`src/rtl/prach_ditfft3_bf3.sv`:
```
// Radix-3 DIT FFT final butterfly: takes a, b, c per group and emits
// y0 = a, y1 = sat(b+c), y2 = sat(b-c) as a gap-free three-sample burst.
module prach_ditfft3_bf3 (
    input  logic               clk,
    input  logic               rst_n,
    input  logic signed [17:0] din_dr,
    input  logic signed [17:0] din_di,
    input  logic               din_dv,
    input  logic               sync_in,
    output logic signed [17:0] dout_dr,
    output logic signed [17:0] dout_di,
    output logic               dout_dv,
    output logic               sync_out,
    output logic               sat_flag
);

    typedef enum logic [1:0] {POS_A, POS_B, POS_C} pos_t;
    typedef enum logic [1:0] {DR_IDLE, DR_Y0, DR_Y1, DR_Y2} drain_t;

    pos_t   pos;
    drain_t drain;

    logic signed [17:0] a_dr, a_di, b_dr, b_di, c_dr, c_di;
    logic               a_sync;
    logic               c_done;

    logic signed [17:0] q_y0r, q_y0i, q_y1r, q_y1i, q_y2r, q_y2i;
    logic               q_sync, q_sat1, q_sat2;

    logic signed [18:0] sum_r, sum_i, dif_r, dif_i;
    logic signed [17:0] y1r, y1i, y2r, y2i;
    logic               y1r_f, y1i_f, y2r_f, y2i_f;

    // Bit [18] of the result is the clip flag, [17:0] the clamped value.
    function automatic logic [18:0] sat18(input logic signed [18:0] v);
        logic [18:0] r;
        if (v[18] != v[17])
            r = {1'b1, (v[18] ? 18'h20000 : 18'h1FFFF)};
        else
            r = {1'b0, v[17:0]};
        return r;
    endfunction

    always_comb begin
        sum_r = {b_dr[17], b_dr} + {c_dr[17], c_dr};
        sum_i = {b_di[17], b_di} + {c_di[17], c_di};
        dif_r = {b_dr[17], b_dr} - {c_dr[17], c_dr};
        dif_i = {b_di[17], b_di} - {c_di[17], c_di};
        {y1r_f, y1r} = sat18(sum_r);
        {y1i_f, y1i} = sat18(sum_i);
        {y2r_f, y2r} = sat18(dif_r);
        {y2i_f, y2i} = sat18(dif_i);
    end

    // Capture side: a sync always restarts the group, dropping any partial a/b.
    always_ff @(posedge clk or negedge rst_n) begin
        if (!rst_n) begin
            pos    <= POS_A;
            a_dr   <= '0;
            a_di   <= '0;
            a_sync <= 1'b0;
            b_dr   <= '0;
            b_di   <= '0;
            c_dr   <= '0;
            c_di   <= '0;
            c_done <= 1'b0;
        end else begin
            c_done <= 1'b0;
            if (din_dv) begin
                if (sync_in || pos == POS_A) begin
                    a_dr   <= din_dr;
                    a_di   <= din_di;
                    a_sync <= sync_in;
                    pos    <= POS_B;
                end else if (pos == POS_B) begin
                    b_dr <= din_dr;
                    b_di <= din_di;
                    pos  <= POS_C;
                end else begin
                    c_dr   <= din_dr;
                    c_di   <= din_di;
                    c_done <= 1'b1;
                    pos    <= POS_A;
                end
            end
        end
    end

    // Drain side: a new load on the y2 cycle wins the state, so bursts abut.
    always_ff @(posedge clk or negedge rst_n) begin
        if (!rst_n) begin
            drain    <= DR_IDLE;
            q_y0r    <= '0;
            q_y0i    <= '0;
            q_y1r    <= '0;
            q_y1i    <= '0;
            q_y2r    <= '0;
            q_y2i    <= '0;
            q_sync   <= 1'b0;
            q_sat1   <= 1'b0;
            q_sat2   <= 1'b0;
            dout_dr  <= '0;
            dout_di  <= '0;
            dout_dv  <= 1'b0;
            sync_out <= 1'b0;
            sat_flag <= 1'b0;
        end else begin
            case (drain)
                DR_Y0: begin
                    dout_dr  <= q_y0r;
                    dout_di  <= q_y0i;
                    dout_dv  <= 1'b1;
                    sync_out <= q_sync;
                    sat_flag <= 1'b0;
                    drain    <= DR_Y1;
                end
                DR_Y1: begin
                    dout_dr  <= q_y1r;
                    dout_di  <= q_y1i;
                    dout_dv  <= 1'b1;
                    sync_out <= 1'b0;
                    sat_flag <= q_sat1;
                    drain    <= DR_Y2;
                end
                DR_Y2: begin
                    dout_dr  <= q_y2r;
                    dout_di  <= q_y2i;
                    dout_dv  <= 1'b1;
                    sync_out <= 1'b0;
                    sat_flag <= q_sat2;
                    drain    <= DR_IDLE;
                end
                default: begin
                    dout_dr  <= '0;
                    dout_di  <= '0;
                    dout_dv  <= 1'b0;
                    sync_out <= 1'b0;
                    sat_flag <= 1'b0;
                end
            endcase
            if (c_done) begin
                q_y0r  <= a_dr;
                q_y0i  <= a_di;
                q_y1r  <= y1r;
                q_y1i  <= y1i;
                q_y2r  <= y2r;
                q_y2i  <= y2i;
                q_sync <= a_sync;
                q_sat1 <= y1r_f | y1i_f;
                q_sat2 <= y2r_f | y2i_f;
                drain  <= DR_Y0;
            end
        end
    end

endmodule

```
`config.mk`:
```
export PLATFORM = sky130hd
export DESIGN_NAME = prach_ditfft3_bf3
export DESIGN_NICKNAME = d
export VERILOG_FILES = /design/src/rtl/prach_ditfft3_bf3.sv
export SDC_FILE = /design/constraint.sdc
export NUM_CORES = 1
export LEC_CHECK = 0
export CORE_MARGIN = 8
export CORE_UTILIZATION = 55
export DETAILED_ROUTE_END_ITERATION = 12
export GPL_TIMING_DRIVEN = 0
export PLACE_DENSITY = 0.75
export SETUP_SLACK_MARGIN = 0.4
export SYNTH_ARGS = -nofsm -noshare
export SYNTH_HDL_FRONTEND = slang
export SYNTH_SLANG_ARGS = --single-unit
```
`constraint.sdc`:
```
create_clock -name clk -period 4.7 [get_ports clk]
set_clock_uncertainty 0.15 [all_clocks]
set_input_delay 0.94 -clock clk [delete_from_list [all_inputs] [get_ports clk]]
set_output_delay 0.94 -clock clk [all_outputs]
set_load 0.02 [all_outputs]
```
==> results of run 1 <==
==> where the power goes <==
part	internal [mW]	total (mW)	leakage [nW]	switching [mW]
registers	3.15	3.71	3.18	0.558
clock network	1.43	2.36	0.470	0.933
logic	3.15	8.06	3.62	4.91
total	7.72	14.1	7.28	6.40
==> synth_stat cells, drive strengths merged, types with 15 or more instances <==
master    n  area share [%]
nor2     88             2.3
o21bai   15            0.78
nand2b   18            0.78
mux2    142              11
o21ai   102             3.6
a31oi    21             1.1
dfrtp   264              46
a21oi    67             2.3
ha       80             6.9
inv      93             2.4
o211ai   20             1.0
nand2    84             2.2
clkbuf   47             1.2
buf      32             1.1
a22o     36             2.2
nor3     24            0.83
nor2b    21            0.93
xnor2    40             2.4
==> area by class of cell <==
cell class / count / area [µm²] / share of cell area, %
sequential: 264 / 6606 / 39.27
multi-input combinational: 942 / 7253 / 43.11
buffer: 79 / 336.6 / 2.000
tap: 335 / 419.2 / 2.491
clock inverter: 10 / 161.4 / 0.9593
inverter: 96 / 364.1 / 2.164
clock buffer: 41 / 820.8 / 4.878
timing repair buffer: 83 / 863.3 / 5.131
==> layer usage <==
layer / up-vias / wire [µm] / track usage, %
li1: 5123 / - / -
met1: 5621 / 19880 / 40.12
met2: 443 / 18070 / 38.66
met3: 46 / 4226 / 6.753
met4: 0 / 499 / 4.689
met5: - / 0 / 0
==> through the flow <==
step	hold WS, ps	cells	TNS (ps)
after floorplan	290.1	1381	0
after global placement	306.7	1794	-2247040
after detailed placement	315.6	1796	0
after CTS	48.37	1848	0
after global routing	54.27	1850	0
final	52.84	1850	0
==> worst max-delay path, delay by kind of cell (launching register included) <==
family | cells | cell delay, ps
XOR/XNOR | 1 | 200
AO/OA/AOI/OAI | 6 | 1870
buffers and inverters | 2 | 320
adder cells (fa/ha/maj) | 2 | 610
flip-flops | 1 | 460
AND/OR/NAND/NOR | 3 | 430
==> worst max-delay path by stage <==
stage                       start         to  slack, ps  cells past startpoint
after floorplan           c_di[1]   q_y1i[4]       1240                     13
after global placement      rst_n  q_y0i[12]      -8540                      1
after detailed placement  c_di[1]   q_y1i[2]         90                     14
after CTS                 b_di[3]  q_y2i[11]        430                     14
after global routing      c_di[1]   q_y1i[8]        390                     14
final                     c_di[1]   q_y1i[8]        570                     14
==> kinds of logic (layout without fill, tap and decap cells) <==
family | Yosys count | in the layout | synth area share, %
compound gates | 369 | 369 | 17.87
simple gates | 290 | 290 | 9.591
flops | 264 | 264 | 45.70
buf+inv | 175 | 309 | 4.769
mux | 150 | 150 | 11.62
fa+ha+maj | 84 | 84 | 7.479
xor+xnor | 49 | 49 | 2.969
==> cell usage in the layout (no fill, tap or decap), types with 15 or more instances in the layout <==
master / count
a21oi_1: 66
a22o_1: 36
a31oi_1: 19
buf_2: 20
clkbuf_1: 48
clkbuf_16: 29
clkdlybuf4s50_1: 77
dfrtp_1: 264
ha_1: 80
inv_1: 90
mux2_2: 141
nand2_1: 83
nand2b_1: 18
nor2_1: 88
nor2b_1: 20
nor3_1: 23
o211ai_1: 20
o21ai_0: 98
o21bai_1: 15
xnor2_1: 40
==> repair_timing <==
action	in CTS	in global routing
buffers inserted	1	2
resized for setup	10	13
pin swaps	1	2
setup endpoints to repair	52	42
==> summary.txt, run 1 <==
Global route
  – Initial antenna violation count: 1
  – First-pass GRT wire length: 64850 µm
  – Tot GR Track Use: 26.72%
  – Largest net degree at the start of global routing: 126
  – Total grt overflow: 0
  – Vias in the first global route: 10962

STA
  – Final worst path period share: 87.79%
  – Worst-margin pin slew: 1196 ps
  – Fin. max-slew vios: 0
  – Final worst path period need: 4126 ps
  – Relative slew margins: 19.50%
  – Final worst setup slack: 573.9 ps
  – F_max: 242.4 MHz
  – Fin. Hold Viols: 0
  – Final setup fails: 0
  – Unrepaired setup endpoints after global routing: no

Placed design
  – Area after DPL: 15720 µm²
  – Worst slack at placement: 93.87 ps
  – Post-DP HPWL: 31540 µm
  – GP Congestion: 0.9293
  – Port buffer count: 78

Floorplan
  – Die ar.: 31730 µm²
  – Rows: 59
  – Die W: 178.1 µm
  – Initial Util: 55.79%
  – Die Ht: 178.1 µm
  – Ports: 79
  – CORE AREA: 25910 µm²

Clock network
  – Clk_lat worst skew: 550 ps
  – CTS clk-pin slew, worst paths: 60 ps
  – Clock Tree Buf Depth: 3
  – Cts bufs inserted: 28
  – CTS tree: built
  – H-tree depth: 1
  – CTS root buf: clkbuf_16
  – Clock sink count: 264
  – Cts hold-fix bufs: 0

Setup path
  – Reg2reg start: c_di[1]
  – Crit path cell chain: inv_1, ha_1, nand2b_1, a21oi_1, a2111oi_4, o21bai_1, a211o_1, xnor2_1, ha_1, clkinvlp_4, nor2_1, a31oi_4, nand2_1, o2bb2ai_1
  – Crit-path slowest cell: a2111oi_4
  – Worst Path Arrival: 4440 ps
  – Slowest stage delay, CP: 490 ps
  – CP endpoint kind: flop
  – Worst R2R Setup Slack: 570 ps
  – Number of cells on the worst reg-to-reg path: 14
  – Worst reg2reg path endpoint: q_y1i[8]
  – Crit Path Class: flop to flop
  – Crit start category: flop
  – CP required: 5010 ps
  – CP Max Fanout: 10
  – Most used cell, CP: ha_1

Power
  – Power per Cell Area: 839.7 nW/µm²
  – Peak VDD IR: 0.0004250 V
  – LEAKAGE: 7.276 nW
  – Total power: 14.13 mW

Logic synthesis
  – Post-synth EDFFs: 0
  – Post-synth ARST share: 100.0%
  – Cell Area, Synth: 14460 µm²
  – Top FF cell, synth: dfrtp_1
  – Cells after Synth: 1381
  – Synth warnings: 0
  – Distinct cells, synth: 87
  – Sequential share of the synthesized area: 45.70%
  – Syn Area/Cell: 10.47 µm²
  – Post-synth net total: 1505
  – Seq cells post-synth: 264

Route
  – First DRT Iteration DRCs: 1204
  – First-pass DRT Iterations: 6
  – DR vias: 11233
  – Final ANT Viol Nets: 0
  – Post-route DRC: 0
  – Vias per inst: 6.072
  – Drt wl/cell: 23.07 µm
  – Final WL: 42680 µm

Cells and area
  – Share of cells above drive strength 1: 17.03%
  – Area grow syn2layout: 16.39%
  – Design Area, Final: 16820 µm²
  – Layout Utilization: 64.93%
  – Filler cells: 2082
  – Antenna cells: 0
  – NumNets Final: 1618

Hold path
  – Min-Delay Path Class: input port to async pin

Outcome
  – Outcome: complete, no violations

Flow run
  – Maxcap violations: 0
Power figures use the tool's default switching activity.
==> run 2, diff against run 1 <==
--- a/config.mk
+++ b/config.mk
@@ -14,3 +14,4 @@
 export SYNTH_ARGS = -nofsm -noshare
 export SYNTH_HDL_FRONTEND = slang
 export SYNTH_SLANG_ARGS = --single-unit
+export TNS_END_PERCENT = 30
==> constraint.sdc (replaced) <==
create_clock -name clk -period 4.2 [get_ports clk]
set_clock_uncertainty 0.15 [all_clocks]
set_input_delay 0.84 -clock clk [delete_from_list [all_inputs] [get_ports clk]]
set_output_delay 0.84 -clock clk [all_outputs]
set_load 0.02 [all_outputs]
==> summary.txt, run 2 (synthesis results as in run 1) <==
Route
  – First-pass DRT Iterations: 6 (unchanged)
  – Vias per inst: 6.091 (+0.32%)
  – Final ANT Viol Nets: 0 (unchanged)
  – Drt wl/cell: 23.07 µm (about the same)
  – First DRT Iteration DRCs: 1264 (+5.0%)
  – Final WL: 43160 µm (+1.1%)
  – Post-route DRC: 0 (unchanged)
  – DR vias: 11397 (+1.5%)

STA
  – Final setup fails: 0 (unchanged)
  – Relative slew margins: 17.18% (-2.3 points)
  – Final worst path period need: 3728 ps (-398.1 ps)
  – Unrepaired setup endpoints after global routing: yes
  – F_max: 268.2 MHz (+11%)
  – Fin. max-slew vios: 0 (unchanged)
  – Final worst path period share: 88.76% (+0.97 points)
  – Worst-margin pin slew: 1231 ps (+34.47 ps)
  – Fin. Hold Viols: 0 (unchanged)

Power
  – Peak VDD IR: 0.0004769 V (+12%)
  – LEAKAGE: 7.404 nW (+1.8%)
  – Total power: 16.41 mW (+16%)
  – Power per Cell Area: 960.0 nW/µm² (+14%)

Floorplan
  – Die Ht: 178.1 µm (unchanged)
  – Die ar.: 31730 µm² (unchanged)
  – Initial Util: 55.79% (unchanged)
  – Rows: 59 (unchanged)
  – CORE AREA: 25910 µm² (unchanged)
  – Ports: 79 (unchanged)
  – Die W: 178.1 µm (unchanged)

Placed design
  – GP Congestion: 0.9293 (unchanged)
  – Placed cells: 1796 (unchanged)
  – Post-DP HPWL: 31540 µm (unchanged)
  – Port buffer count: 78 (unchanged)

Cells and area
  – Layout Utilization: 65.99% (+1.1 points)
  – NumNets Final: 1639 (+1.3%)
  – Commonest non-fill, non-tap cells in the layout: dfrtp_1 (262), mux2_2 (141), o21ai_0 (94), inv_1 (90), nor2_1 (87)
  – Post-Layout Cell Count: 1871 (+1.1%)
  – Area grow syn2layout: 18.29%
  – Commonest non-fill, non-tap cell in the layout: dfrtp_1
  – Antenna cells: 0 (unchanged)
  – Share of cells above drive strength 1: 18.95% (+1.9 points)

Clock network
  – Clock Tree Buf Depth: 3 (unchanged)
  – Cts bufs inserted: 28 (unchanged)
  – Clk_lat worst skew: 550 ps (about the same)
  – CTS root buf: clkbuf_16
  – H-tree depth: 1 (unchanged)
  – Clock sink count: 264 (unchanged)
  – CTS clk-pin slew, worst paths: 60 ps (about the same)
  – CTS tree: built

Flow run
  – Maxcap violations: 0 (unchanged)

Hold path
  – Min-Delay Path Class: flop to flop

Setup path
  – Worst Path Arrival: 3990 ps (-450 ps)
  – CP endpoint kind: flop
  – Crit start category: flop
  – CP Max Fanout: 9 (-1)
  – CP required: 4460 ps (-550 ps)
  – Crit Path Class: flop to flop

Outcome
  – Outcome: complete, no violations

Global route
  – Total grt overflow: 0 (unchanged)
  – First-pass GRT wire length: 65310 µm (+0.70%)
  – Vias in the first global route: 11044 (+0.75%)
  – Initial antenna violation count: 1 (unchanged)
  – Tot GR Track Use: 26.95% (+0.22 points)
  – Largest net degree at the start of global routing: 126 (unchanged)
## run 2: worst paths after layout
kind | start | endpoint | slack (ps) | cells past startpoint
worst max-delay path | c_di[3] | q_y1i[5] | 470 | 16
max in group asynchronous | rst_n | c_dr[1] | 2470 | 3
min in group asynchronous | rst_n | b_dr[12] | 550 | 2
worst max register to register | c_di[3] | q_y1i[5] | 470 | 16
worst min register to register | q_y2r[7] | q_y2r[7] | 340 | 1
worst min-delay path | q_y2r[7] | q_y2r[7] | 340 | 1
## run 2: power breakdown
part / total (mW) / internal (mW) / switching (mW)
sequential: 4.15 / 3.53 / 0.625
combinational: 9.62 / 3.97 / 5.65
clock: 2.64 / 1.60 / 1.05
total: 16.4 / 9.09 / 7.32
## run 2: routing by layer
layer | global-route usage (%) | vias up | wire [µm]
met5 | 0 | - | 0
li1 | - | 5172 | -
met4 | 5.245 | 0 | 587
met3 | 6.097 | 53 | 3911
met2 | 38.96 | 455 | 18300
met1 | 40.72 | 5717 | 20360
## run 2: final cells by class
cell class | instances | area (µm²)
multi-input cells | 942 | 7325
repair buffers | 104 | 1035
clock buffers | 41 | 820.8
flip-flops and latches | 264 | 6609
well taps | 335 | 419.2
plain buffers | 79 | 366.6
inverters | 96 | 362.8
clock inverters | 10 | 161.4
fillers | 2041 | 8812
## run 2: stage by stage
stage / setup TNS [ps] / area [µm²] / worst slack (ps) / hold WS [ps]
after floorplan: 0 / 14460 / 736.3 / 290.1
after global placement: -2361820 / 15660 / -8938 / 306.7
after detailed placement: -11990 / 15720 / -406.1 / 315.6
after CTS: 0 / 16910 / 387.2 / 332.5
after global routing: 0 / 17100 / 351.5 / 352.9
final: 0 / 17100 / 472.0 / 336.1
## run 2: worst max-delay path, stage by stage (launching register included)
cell	delay [ps]
dfrtp_1	350
inv_1	60
ha_1	290
buf_6	130
nor2_2	70
a21o_1	190
a2111oi_4	530
o21bai_4	140
a211o_1	320
xnor2_1	150
ha_1	370
inv_4	60
nor4_4	260
a31oi_4	170
buf_4	170
o211ai_1	80
o21ai_0	100
## run 2: what timing repair did
| action | CTS | global route |
|---|---|---|
| resized for setup | 33 | 32 |
| hold buffers | 1 | 0 |
| endpoints found under the setup margin | 70 | 56 |
| setup buffers | 9 | 14 |
| hold endpoints to repair | 15 | 0 |
| pin swaps | 10 | 15 |
| gates cloned | 0 | 0 |
==> run 3, diff against run 2 <==
--- a/config.mk
+++ b/config.mk
@@ -9,8 +9,10 @@
 export CORE_UTILIZATION = 55
 export DETAILED_ROUTE_END_ITERATION = 12
 export GPL_TIMING_DRIVEN = 0
+export HOLD_SLACK_MARGIN = 0.12
 export PLACE_DENSITY = 0.75
 export SETUP_SLACK_MARGIN = 0.4
+export SKIP_CTS_REPAIR_TIMING = 1
 export SYNTH_ARGS = -nofsm -noshare
 export SYNTH_HDL_FRONTEND = slang
 export SYNTH_SLANG_ARGS = --single-unit
==> summary.txt, run 3 (synthesis results as in run 1) <==
Setup path
  – CP endpoint kind: flop
  – Number of cells on the worst reg-to-reg path: 15 (-1)
  – CP startpoint: c_di[5]
  – Worst reg2reg path endpoint: q_y1i[3]
  – Worst R2R Setup Slack: 450 ps (-30 ps)
  – Slowest stage delay, CP: 400 ps (-130 ps)
  – CP Max Fanout: 10 (+1)
  – CP required: 4450 ps (about the same)
  – Crit path cell chain: inv_1, ha_1, buf_2, nor3b_1, nor3_1, o2111ai_1, o21bai_4, a211o_1, xnor2_2, ha_4, clkinvlp_4, nor4_4, a31oi_4, o211ai_1, o21ai_0
  – Worst Path Arrival: 4010 ps (+20 ps)
  – Reg2reg start: c_di[5]
  – Worst Setup EP: q_y1i[3]
  – Crit-path slowest cell: o2111ai_1
  – Crit Path Class: flop to flop
  – Crit start category: flop

Hold path
  – Min-Delay Path Class: flop to flop

Clock network
  – CTS root buf: clkbuf_16
  – Clk_lat worst skew: 550 ps (about the same)
  – Clock Tree Buf Depth: 3 (unchanged)
  – CTS clk-pin slew, worst paths: 60 ps (about the same)
  – Cts bufs inserted: 28 (unchanged)
  – CTS tree: built
  – Clock sink count: 264 (unchanged)
  – H-tree depth: 1 (unchanged)

Cells and area
  – Commonest non-fill, non-tap cells in the layout: dfrtp_1 (261), mux2_2 (141), o21ai_0 (93), inv_1 (90), nor2_1 (88)
  – Layout Utilization: 65.79% (-0.20 points)
  – Commonest non-fill, non-tap cell in the layout: dfrtp_1
  – Share of cells above drive strength 1: 18.62% (-0.32 points)
  – NumNets Final: 1628 (-0.67%)
  – Area grow syn2layout: 17.93%
  – Antenna cells: 0 (unchanged)

STA
  – Relative slew margins: 14.58% (-2.6 points)
  – Final worst path period share: 89.40% (+0.64 points)
  – Fin. max-slew vios: 0 (unchanged)
  – Hold Slack: 335.5 ps (-0.5520 ps)
  – Unrepaired setup endpoints after global routing: yes
  – Worst-margin pin slew: 1270 ps (+38.66 ps)
  – Final worst path period need: 3755 ps (+26.89 ps)
  – Fin. Hold Viols: 0 (unchanged)
  – Final setup fails: 0 (unchanged)
  – F_max: 266.3 MHz (-0.72%)
  – Post-Route Setup TNS: 0 ps (unchanged)

Power
  – Peak VDD IR: 0.0004768 V (about the same)
  – LEAKAGE: 7.361 nW (-0.58%)
  – Total power: 16.32 mW (-0.58%)
  – Power per Cell Area: 957.3 nW/µm² (-0.28%)

Route
  – Vias per inst: 6.103 (+0.19%)
  – DR vias: 11352 (-0.39%)
  – Final WL: 43060 µm (-0.23%)
  – First-pass DRT Iterations: 5 (-1)
  – Drt wl/cell: 23.15 µm (+0.36%)
  – Final ANT Viol Nets: 0 (unchanged)
  – First DRT Iteration DRCs: 1267 (+0.24%)
  – Post-route DRC: 0 (unchanged)

Global route
  – Largest net degree at the start of global routing: 126 (unchanged)
  – Total grt overflow: 0 (unchanged)
  – Vias in the first global route: 10924 (-1.1%)
  – First-pass GRT wire length: 64740 µm (-0.87%)
  – Initial antenna violation count: 1 (unchanged)
  – Tot GR Track Use: 26.67% (-0.28 points)

Floorplan
  – Die ar.: 31730 µm² (unchanged)
  – Ports: 79 (unchanged)
  – Rows: 59 (unchanged)
  – Initial Util: 55.79% (unchanged)
  – Die W: 178.1 µm (unchanged)
  – CORE AREA: 25910 µm² (unchanged)
  – Die Ht: 178.1 µm (unchanged)

Placed design
  – GP Congestion: 0.9293 (unchanged)
  – Port buffer count: 78 (unchanged)
  – Post-DP HPWL: 31540 µm (unchanged)

Flow run
  – Maxcap violations: 0 (unchanged)

Outcome
  – Outcome: complete, no violations
## run 3: cell type report
| type | instances | area [µm²] |
|---|---|---|
| inverters | 96 | 364.1 |
| plain buffers | 79 | 361.6 |
| clock inverters | 10 | 161.4 |
| clock buffers | 41 | 820.8 |
| multi-input cells | 942 | 7370 |
| repair buffers | 93 | 940.9 |
| flip-flops and latches | 264 | 6610 |
| fillers | 2041 | 8864 |
| well taps | 335 | 419.2 |
## run 3: power breakdown
| group | leakage, nW | internal (mW) | switching (mW) | total, mW |
|---|---|---|---|---|
| clock | 0.470 | 1.60 | 1.04 | 2.64 |
| combinational | 3.71 | 3.88 | 5.65 | 9.53 |
| sequential | 3.18 | 3.53 | 0.621 | 4.15 |
## run 3: worst min path at each step
stage | startpoint | end | slack [ps] | cells after the start
4_1_cts | rst_n | b_dr[12] | -50 | 1
5_1_grt | q_y1r[14] | q_y1r[14] | 350 | 1
6_report | q_y2r[7] | q_y2r[7] | 340 | 1
3_3_place_gp | q_y2r[16] | q_y2r[16] | 310 | 2
2_1_floorplan | a_sync | a_sync | 290 | 2
3_5_place_dp | q_y2r[7] | q_y2r[7] | 320 | 1
## run 3: layer usage
metal	wire length (µm)	part of all wire (%)	global-route usage, %
met4	529	1.2	4.689
met2	18260	42	38.39
met5	0	0	0
met3	4226	9.8	6.583
met1	20040	47	40.28
## run 3: critical path, delay by kind of cell, from the launching register on
kind	cells	cell delay, ps
and+or+nand+nor	3	540
DFF	1	350
xor gates and xnor gates	1	170
adders and majority gates	2	570
AOI/OAI and AO/OA	6	1410
buffers and inverters	3	410
## run 3: per-stage QoR
stage	std cells	cell area, µm²	setup slack, ps
after floorplan	1381	14460	736.3
after global placement	1794	15660	-8938
after detailed placement	1796	15720	-406.1
after CTS	1847	16700	-435.3
after global routing	1860	17050	332.5
final	1860	17050	445.1
